<file path="src/rtl/write_ddr_burst_ctrl.sv">
// write_ddr_burst_ctrl
// Drains the write-side prefetch FIFO into single-outstanding AXI4 write bursts.
// Bursts land in a ring of NUM_BUF frame buffers. wr_buf_idx tells the read-out
// path which buffer is being (or was last) written.
module write_ddr_burst_ctrl #(
  parameter int unsigned           DATA_WIDTH   = 256,
  parameter int unsigned           ADDR_WIDTH   = 28,
  parameter int unsigned           BURST_LEN    = 16,
  parameter int unsigned           FRAME_BEATS  = 57600,
  parameter int unsigned           NUM_BUF      = 3,
  parameter logic [ADDR_WIDTH-1:0] BASE_ADDR    = 28'h000_0000,
  parameter logic [ADDR_WIDTH-1:0] FRAME_STRIDE = 28'h020_0000
) (
  input  logic                    clk,
  input  logic                    rst_n,
  input  logic                    frame_start,
  input  logic                    wr_enable,
  input  logic                    fifo_rd_vld,
  input  logic [DATA_WIDTH-1:0]   fifo_rd_data,
  output logic                    fifo_rd_en,
  output logic [ADDR_WIDTH-1:0]   axi_awaddr,
  output logic [7:0]              axi_awlen,
  output logic                    axi_awvalid,
  input  logic                    axi_awready,
  output logic [DATA_WIDTH-1:0]   axi_wdata,
  output logic [DATA_WIDTH/8-1:0] axi_wstrb,
  output logic                    axi_wlast,
  output logic                    axi_wvalid,
  input  logic                    axi_wready,
  input  logic [1:0]              axi_bresp,
  input  logic                    axi_bvalid,
  output logic                    axi_bready,
  output logic [1:0]              wr_buf_idx,
  output logic                    frame_done,
  output logic                    err_overrun,
  output logic                    err_bresp
);

  localparam int unsigned BYTES_PER_BEAT = DATA_WIDTH / 8;
  localparam int unsigned BEAT_W         = $clog2(FRAME_BEATS + 1);
  localparam logic [1:0]  LAST_IDX       = 2'(NUM_BUF - 1);
  localparam logic [BEAT_W-1:0] FRAME_END = BEAT_W'(FRAME_BEATS);

  typedef enum logic [2:0] {
    ST_IDLE,
    ST_REQ,
    ST_AW,
    ST_W,
    ST_B
  } state_t;

  state_t                  state_q, state_d;
  logic [BEAT_W-1:0]       beat_cnt_q, beat_cnt_d;
  logic [7:0]              burst_cnt_q, burst_cnt_d;
  logic [ADDR_WIDTH-1:0]   awaddr_q, awaddr_d;
  logic [7:0]              awlen_q, awlen_d;
  logic                    awvalid_q, awvalid_d;
  logic [1:0]              wr_buf_idx_q, wr_buf_idx_d;
  logic                    frame_done_q, frame_done_d;
  logic                    err_overrun_q, err_overrun_d;
  logic                    err_bresp_q, err_bresp_d;

  logic [31:0]             remain_beats;
  logic [31:0]             next_len;
  logic [ADDR_WIDTH-1:0]   next_addr;
  logic                    w_accept;
  logic                    last_beat;

  // Start address and length of the next burst, derived from buffer index and frame progress.
  // Offsets advance in whole bursts, so at defaults no burst can cross a 4 KB boundary.
  assign remain_beats = FRAME_BEATS - 32'(beat_cnt_q);
  assign next_len     = (remain_beats < BURST_LEN) ? remain_beats : BURST_LEN;
  assign next_addr    = BASE_ADDR
                      + ADDR_WIDTH'(wr_buf_idx_q) * FRAME_STRIDE
                      + ADDR_WIDTH'(beat_cnt_q) * ADDR_WIDTH'(BYTES_PER_BEAT);

  // Write channel is a pass-through of the FIFO head; a pop happens exactly on an accepted beat.
  assign axi_wvalid = (state_q == ST_W) && fifo_rd_vld;
  assign w_accept   = axi_wvalid && axi_wready;
  assign last_beat  = (burst_cnt_q == awlen_q);
  assign axi_wlast  = (state_q == ST_W) && last_beat;
  assign fifo_rd_en = w_accept;
  assign axi_wdata  = fifo_rd_data;
  assign axi_wstrb  = '1;
  assign axi_bready = (state_q == ST_B);

  assign axi_awaddr  = awaddr_q;
  assign axi_awlen   = awlen_q;
  assign axi_awvalid = awvalid_q;
  assign wr_buf_idx  = wr_buf_idx_q;
  assign frame_done  = frame_done_q;
  assign err_overrun = err_overrun_q;
  assign err_bresp   = err_bresp_q;

  // Next-state and next-register decode; a frame_start outside IDLE is flagged and dropped.
  always_comb begin
    state_d       = state_q;
    beat_cnt_d    = beat_cnt_q;
    burst_cnt_d   = burst_cnt_q;
    awaddr_d      = awaddr_q;
    awlen_d       = awlen_q;
    awvalid_d     = awvalid_q;
    wr_buf_idx_d  = wr_buf_idx_q;
    frame_done_d  = 1'b0;
    err_bresp_d   = 1'b0;
    err_overrun_d = frame_start && (state_q != ST_IDLE);

    case (state_q)
      ST_IDLE: begin
        if (frame_start) begin
          wr_buf_idx_d = (wr_buf_idx_q == LAST_IDX) ? 2'd0 : wr_buf_idx_q + 2'd1;
          beat_cnt_d   = '0;
          burst_cnt_d  = '0;
          state_d      = ST_REQ;
        end
      end
      ST_REQ: begin
        if (wr_enable && fifo_rd_vld) begin
          awaddr_d  = next_addr;
          awlen_d   = 8'(next_len - 32'd1);
          awvalid_d = 1'b1;
          state_d   = ST_AW;
        end
      end
      ST_AW: begin
        if (axi_awready) begin
          awvalid_d = 1'b0;
          state_d   = ST_W;
        end
      end
      ST_W: begin
        if (w_accept) begin
          beat_cnt_d = beat_cnt_q + BEAT_W'(1);
          if (last_beat) begin
            burst_cnt_d = '0;
            state_d     = ST_B;
          end else begin
            burst_cnt_d = burst_cnt_q + 8'd1;
          end
        end
      end
      ST_B: begin
        if (axi_bvalid) begin
          err_bresp_d = (axi_bresp != 2'b00);
          if (beat_cnt_q == FRAME_END) begin
            frame_done_d = 1'b1;
            state_d      = ST_IDLE;
          end else begin
            state_d = ST_REQ;
          end
        end
      end
      default: state_d = ST_IDLE;
    endcase
  end

  // State and datapath registers; reset leaves the ring pointing at the last buffer so frame 0 uses buffer 0.
  always_ff @(posedge clk or negedge rst_n) begin
    if (!rst_n) begin
      state_q       <= ST_IDLE;
      beat_cnt_q    <= '0;
      burst_cnt_q   <= '0;
      awaddr_q      <= '0;
      awlen_q       <= '0;
      awvalid_q     <= 1'b0;
      wr_buf_idx_q  <= LAST_IDX;
      frame_done_q  <= 1'b0;
      err_overrun_q <= 1'b0;
      err_bresp_q   <= 1'b0;
    end else begin
      state_q       <= state_d;
      beat_cnt_q    <= beat_cnt_d;
      burst_cnt_q   <= burst_cnt_d;
      awaddr_q      <= awaddr_d;
      awlen_q       <= awlen_d;
      awvalid_q     <= awvalid_d;
      wr_buf_idx_q  <= wr_buf_idx_d;
      frame_done_q  <= frame_done_d;
      err_overrun_q <= err_overrun_d;
      err_bresp_q   <= err_bresp_d;
    end
  end

endmodule

</file>
<file path="config.mk">
export PLATFORM = sky130hd
export DESIGN_NAME = write_ddr_burst_ctrl
export DESIGN_NICKNAME = d
export VERILOG_FILES = /design/src/rtl/write_ddr_burst_ctrl.sv
export SDC_FILE = /design/constraint.sdc
export NUM_CORES = 1
export LEC_CHECK = 0
export BUFFER_PORTS_ARGS = -buffer_cell sky130_fd_sc_hd__buf_4
export CAP_MARGIN = 0
export CELL_PAD_IN_SITES_DETAIL_PLACEMENT = 1
export CELL_PAD_IN_SITES_GLOBAL_PLACEMENT = 1
export CORE_AREA = 2 2 233 235
export CTS_CLUSTER_DIAMETER = 100
export DETAILED_ROUTE_END_ITERATION = 12
export DIE_AREA = 0 0 235 237
export HOLD_SLACK_MARGIN = 0.12
export PLACE_DENSITY_LB_ADDON = 0.2
export SETUP_SLACK_MARGIN = 0.05
export SLEW_MARGIN = 25
export SYNTH_ARGS = -nofsm -noshare
export SYNTH_HDL_FRONTEND = slang
export SYNTH_SLANG_ARGS = --single-unit
</file>
<file path="constraint.sdc">
create_clock -name clk -period 3.2 [get_ports clk]
set_clock_uncertainty 0.15 [all_clocks]
set_input_delay 0.64 -clock clk [delete_from_list [all_inputs] [get_ports clk]]
set_output_delay 0.64 -clock clk [all_outputs]
set_load 0.02 [all_outputs]
</file>
==> impl_metrics.py, run 1 <==
metrics = {
    "status": {
        "status": "finished, final reports clean",
    },
    "floorplan": {
        "core_um2": 53300,
        "row_count": 85,
        "die_y_um": 237,
        "die_w_um": 235,
        "io_pins": 600,
        "initial_core_util": 0.103,
        "dieArea_um2": 55700,
    },
    "placed_design": {
        "io_buffers": 45,
        "place_inst": 1164,
        "globalplace.congestion": 0.667,
        "hpwl_um": 13900,
    },
    "layout": {
        "syn_to_final_growth_pct": -6.39,
        "drive_gt1_frac": 0.239,
        "nNetsFinal": 751,
        "fin_cells": 1182,
        "diodes": 0,
    },
    "logic_synthesis": {
        "synthFlopType": "dfrtp_1",
        "yosys_warnings": 0,
        "ys_seq_elements": 59,
        "synth_top_area_frac": 0.408,
        "synth_most_common_cell": "buf_4",
        "synthTopCellsByArea": "buf_4, dfrtp_1, nand2_1",
        "syn_area_per_cell_um2": 8.11,
        "synth_common_cells": "buf_4, nand2_1, dfrtp_1, nor2_1, o21ai_0",
        "ys_async_sr_fraction": 1.00,
        "yosys.cell_types.count": 52,
        "synth_edf_count": 0,
        "yosys.area.top_type": "buf_4",
        "syn-cell-area_um2": 5480,
        "yosysSeqAreaShare": 0.270,
        "synthCells": 676,
    },
    "global_routing": {
        "grt_pass1_wl_um": 25900,
        "grt_max_degree": 60,
        "grt_usage": 0.0631,
        "antenna_found_initial": 0,
        "grt_pass1_vias": 3739,
        "overflow": 0,
    },
    "clock_tree": {
        "cts_buffers": 9,
        "hold_buffers": 0,
        "clk_latency_ns": 0.34,
        "cts.sinks": 59,
        "cts.clk_slew.worst_paths_ns": 0.06,
        "cts_buffer_depth": 2,
        "h-tree-depth": 3,
        "cts_root_buf": "clkbuf_16",
        "tritoncts": "yes",
    },
    "timing": {
        "setup_viol": 0,
        "finalHoldViolCount": 0,
        "rsz0062_at_grt": "true",
        "hold_slack_ns": 0.238,
        "max_freq_ghz": 0.317,
        "slew_violations": 0,
        "slew-limit-headroom": 0.411,
        "period_share": 0.986,
        "timing.final.crit_period_ns": 3.15,
        "setup_tns_ns": 0,
        "tightest_slew_ns": 0.884,
    },
    "worst_setup_path": {
        "crit_type": "reg -> reg",
        "cp_common_cell": "or4_4",
        "crit_slowest_cell": "or4_4",
        "crit_fanout": 4,
        "cp_cell_sequence": "or4_4, or4_4, mux2i_1, o32a_1, nor4b_4, nand2_1, ha_2, or3_1, a31oi_1",
        "cp_num_buf_inv": 0,
        "cp-end-kind": "register",
        "crit_family": "simple AND/OR/NAND/NOR gates",
        "max_stage_delay_ns": 0.55,
        "critPathArrivalTime_ns": 3.26,
        "start_kind": "register",
        "cp_data_required_time_ns": 3.31,
        "rrSetupSlack_ns": 0.05,
    },
    "power": {
        "seqPwrFrac": 0.303,
        "p_sw_frac": 0.376,
        "p_per_area_nw_per_um2": 617,
        "p_leak_nw": 2.21,
        "power_frac_clock": 0.344,
        "peakVddDrop_v": 0.000207,
        "combPwrFrac": 0.353,
        "internal_power_mw": 1.98,
        "p_sw_mw": 1.19,
    },
    "min_path": {
        "worstHoldPathType": "in -> async",
    },
    "routing": {
        "wirelength_um": 17800,
        "dr.pass1.iters": 4,
        "viasPerCell": 2.91,
        "drt.antenna.violating_nets": 0,
        "vias": 3434,
        "drt_iter0_drc": 104,
        "wire_per_inst_um": 15.1,
        "drcViolationCount": 0,
    },
    "flow_run": {
        "maxCapViolCount": 0,
    },
}
## logic make-up (layout without fill, tap and decap cells)
family | Yosys count | in the layout | share of synthesized area
XOR/XNOR | 26 | 26 | 0.0415
adder cells (fa/ha/maj) | 4 | 4 | 0.00913
multiplexers | 6 | 6 | 0.0116
AND/OR/NAND/NOR | 185 | 185 | 0.160
AO/OA/AOI/OAI | 65 | 65 | 0.0742
buffers and inverters | 329 | 99 | 0.433
other | 2 | 42 | 0.00137
flip-flops | 59 | 59 | 0.270
## power groups by stage
stage	registers (mW)	logic, mW	clock network, mW
floorplan	1.00	1.13	0
global placement	0.977	1.14	0
detailed placement	0.979	1.13	0
CTS	0.966	1.15	1.14
global route	0.987	1.25	1.17
finish	0.961	1.12	1.09
## timing repair
item	4_1_cts	5_1_grt
cloned	0	0
resized for setup	3	6
endpoints found under the setup margin	3	4
setup buffers	2	0
pin swaps	4	5
## flip-flops by register name (all words and copies together) (netlist names)
name	flops
axi_awvalid	1
state_q	3
err_overrun	1
beat_cnt_q	16
err_bresp	1
wr_buf_idx	2
burst_cnt_q	8
axi_awaddr	18
axi_awlen	8
frame_done	1
## final timing paths
| path | cells past startpoint | to | from |
|---|---|---|---|
| max | 9 | axi_awlen[2] | beat_cnt_q[1] |
| max in group asynchronous | 1 | beat_cnt_q[9] | rst_n |
| min | 1 | burst_cnt_q[6] | rst_n |
| min reg2reg | 2 | axi_awaddr[10] | axi_awaddr[10] |
| min in group clk | 2 | axi_awaddr[10] | axi_awaddr[10] |
| max reg2reg | 9 | axi_awlen[2] | beat_cnt_q[1] |
## per-layer routing
metal  global-route usage  up-vias  wire, µm
li1                     -     1465         -
met5                    0        -         0
met3               0.0356      116      1990
met1               0.0650     1600      6580
met2               0.0998      253      8310
met4               0.0382        0       968
## final cells by class
type / count / area (µm²)
clock buffers: 9 / 225
clock inverters: 7 / 100
fillers: 6292 / 48100
inverters: 4 / 15.0
multi-input cells: 328 / 1850
flip-flops and latches: 59 / 1480
well taps: 696 / 871
repair buffers: 79 / 593
## through the flow
| stage | util | power (mW) | worst slack, ns | instance area, µm² |
|---|---|---|---|---|
| 3_3_place_gp | 0.0890 | 2.12 | -0.0472 | 4740 |
| 3_5_place_dp | 0.0890 | 2.11 | -0.0837 | 4740 |
| 4_1_cts | 0.0957 | 3.25 | 0.00365 | 5100 |
| 6_report | 0.0963 | 3.17 | 0.0462 | 5130 |
| 5_1_grt | 0.0963 | 3.41 | -0.135 | 5130 |
| 2_1_floorplan | - | 2.13 | 0.0476 | 5640 |
## layout by cell type, fill, tap and decap left out, drive strengths merged, types with 2 or more instances in the layout
cell / count
o21ai: 23
inv: 5
nand4: 8
xor2: 21
conb: 42
mux2: 3
ha: 4
nor2b: 3
or3: 5
clkbuf: 9
or2: 3
xnor2: 5
nor3b: 3
nor4: 5
buf: 79
a21oi: 13
and3: 11
and2: 3
a31oi: 6
dfrtp: 58
mux2i: 3
o31ai: 2
bufinv: 2
or4: 3
nor3: 6
nand2: 85
nor4b: 3
o211ai: 4
nor2: 34
nand2b: 2
clkinvlp: 3
o22ai: 2
nand3: 8
a21o: 4
## worst reg2reg max path: cells and delay by family (launching register included)
| family | cells | cell delay [ns] |
|---|---|---|
| simple gates | 5 | 1.80 |
| flops | 1 | 0.39 |
| compound gates | 2 | 0.38 |
| fa+ha+maj | 1 | 0.20 |
| mux | 1 | 0.14 |
(Power assumes the default switching activity.)
==> run 2: changes to the inputs <==
CELL_PAD_IN_SITES_DETAIL_PLACEMENT = default   (was 1)
CELL_PAD_IN_SITES_GLOBAL_PLACEMENT = default   (was 1)
CTS_BUF_LIST = sky130_fd_sc_hd__clkbuf_4   (was default)
==> run 2 against run 1 <==
Compared with the run above: worst setup slack improved by 0.080 ns; clock power fell by 46%; total power fell by 14%; count of clock-buffer cells in the layout rose by 1; hold slack got worse by 0.020 ns; die area did not move; final area fell by 2.0%; cell count rose by 1.0%; sequential power fell by 0.6%; utilization fell by 0.19 points; fmax rose by 2.6%; critical endpoint unchanged.
==> impl_metrics.py, run 2 (synthesized netlist as in run 1, its figures left out) <==
metrics = {
    "status": {
        "status": "finished, final reports clean",
    },
    "worst_setup_path": {
        "crit_fanout": 4,
        "critPathArrivalTime_ns": 3.34,
        "cp_data_required_time_ns": 3.47,
        "crit_type": "reg -> reg",
        "cp-end-kind": "register",
        "cp_common_cell": "or4_4",
        "max_stage_delay_ns": 0.55,
        "start_kind": "register",
        "cp_cell_sequence": "or4_4, or4_4, o32a_1, nor4b_4, nand2_1, ha_2, or3_1, a31oi_1",
        "crit_slowest_cell": "or4_4",
    },
    "placed_design": {
        "place_inst": 1170,
        "globalplace.congestion": 0.682,
        "placed_cell_area_um2": 4780,
        "io_buffers": 45,
        "hpwl_um": 13600,
        "place_ws_ns": 0.0354,
    },
    "timing": {
        "period_share": 0.961,
        "setup_viol": 0,
        "tightest_slew_ns": 0.746,
        "rsz0062_at_grt": "true",
        "max_freq_ghz": 0.325,
        "slew-limit-headroom": 0.503,
        "finalHoldViolCount": 0,
        "slew_violations": 0,
        "timing.final.crit_period_ns": 3.07,
        "fin_ws_ns": 0.126,
    },
    "routing": {
        "drt_iter0_drc": 207,
        "drcViolationCount": 0,
        "drt.antenna.violating_nets": 0,
        "vias": 3459,
        "wirelength_um": 17500,
        "viasPerCell": 2.90,
        "wire_per_inst_um": 14.6,
        "dr.pass1.iters": 4,
    },
    "flow_run": {
        "maxCapViolCount": 0,
    },
    "power": {
        "p_leak_nw": 2.16,
        "p_per_area_nw_per_um2": 539,
        "power_mw": 2.71,
        "peakVddDrop_v": 0.000154,
    },
    "clock_tree": {
        "cts_root_buf": "clkbuf_4",
        "clk_latency_ns": 0.50,
        "tritoncts": "yes",
        "cts_buffer_depth": 2,
        "cts.sinks": 59,
        "cts_buffers": 9,
        "h-tree-depth": 3,
        "cts.clk_slew.worst_paths_ns": 0.12,
    },
    "global_routing": {
        "grt_pass1_wl_um": 25000,
        "grt_max_degree": 50,
        "grt_pass1_vias": 3491,
        "grt_usage": 0.0624,
        "antenna_found_initial": 2,
        "overflow": 0,
    },
    "floorplan": {
        "core_um2": 53300,
        "die_w_um": 235,
        "dieArea_um2": 55700,
        "initial_core_util": 0.103,
        "row_count": 85,
        "die_y_um": 237,
        "io_pins": 600,
    },
    "layout": {
        "nNetsFinal": 759,
        "final_common_cell": "buf_4",
        "final_cell_area_um2": 5030,
        "largest_reg_flops": 18,
        "most-common-layout-cells": "buf_4, nand2_1, dfrtp_1",
        "syn_to_final_growth_pct": -8.28,
        "fin_cells": 1194,
        "drive_gt1_frac": 0.251,
    },
    "min_path": {
        "worstHoldPathType": "in -> reg",
    },
}
[run 2: changes by cell type in the layout (fill, tap and decap cells not counted), moves of 2 or more]
cell,delta
clkbuf_16,-9
buf_4,+7
dfrtp_1,-2
clkbuf_4,+10
dfrtp_2,+2
diode_2,+4
[run 2: through the flow]
stage	utilization	hold WS [ns]	TNS [ns]
2_1_floorplan	-	0.194	0
3_3_place_gp	0.0898	0.315	0
3_5_place_dp	0.0898	0.314	0
4_1_cts	0.0930	0.176	0
5_1_grt	0.0944	0.179	-0.00501
6_report	0.0944	0.219	0
[run 2: power breakdown]
part           switching [mW]  leakage (nW)  internal [mW]
clock network           0.344        0.0703          0.245
registers               0.111         0.784          0.844
logic                   0.686          1.31          0.481
total                    1.14          2.16           1.57
[run 2: final cells by class]
cell class / count / area [µm²]
clock inverters: 6 / 66.3
inverters: 4 / 15.0
well taps: 696 / 871
clock buffers: 10 / 75.1
repair buffers: 87 / 656
fillers: 6187 / 48300
diodes: 4 / 10.0
multi-input cells: 328 / 1860
flip-flops and latches: 59 / 1480
[run 2: final timing paths]
kind / slack, ns / startpoint / cells after the start / end
max in group asynchronous: 1.74 / rst_n / 3 / burst_cnt_q[5]
setup reg to reg: 0.13 / beat_cnt_q[0] / 8 / axi_awlen[2]
hold reg to reg: 0.34 / axi_awaddr[10] / 2 / axi_awaddr[10]
min in group asynchronous: 0.54 / rst_n / 2 / frame_done
setup / recovery: 0.13 / beat_cnt_q[0] / 8 / axi_awlen[2]
hold / removal: 0.22 / axi_bresp[0] / 3 / err_bresp
[run 2: worst max-delay path, delay by kind of cell (launching register included)]
family,cells,cell delay (ns)
compound gates,2,0.52
fa+ha+maj,1,0.20
flops,1,0.40
simple gates,5,1.73
[run 2: layer usage]
layer,vias to the layer above,GRT usage,wire length (µm)
met2,289,0.0822,7120
met1,1577,0.0669,6770
met5,-,0.00606,41
met4,2,0.0435,1090
li1,1486,-,-
met3,105,0.0483,2430
[run 2: repair_timing]
item                       4_1_cts  5_1_grt
cloned                           0        0
pin swaps                        1       10
hold buffers                     1        0
gates resized for setup          3        8
buffers inserted                 0        3
hold endpoints to repair        46        0
setup endpoints to repair        2        2
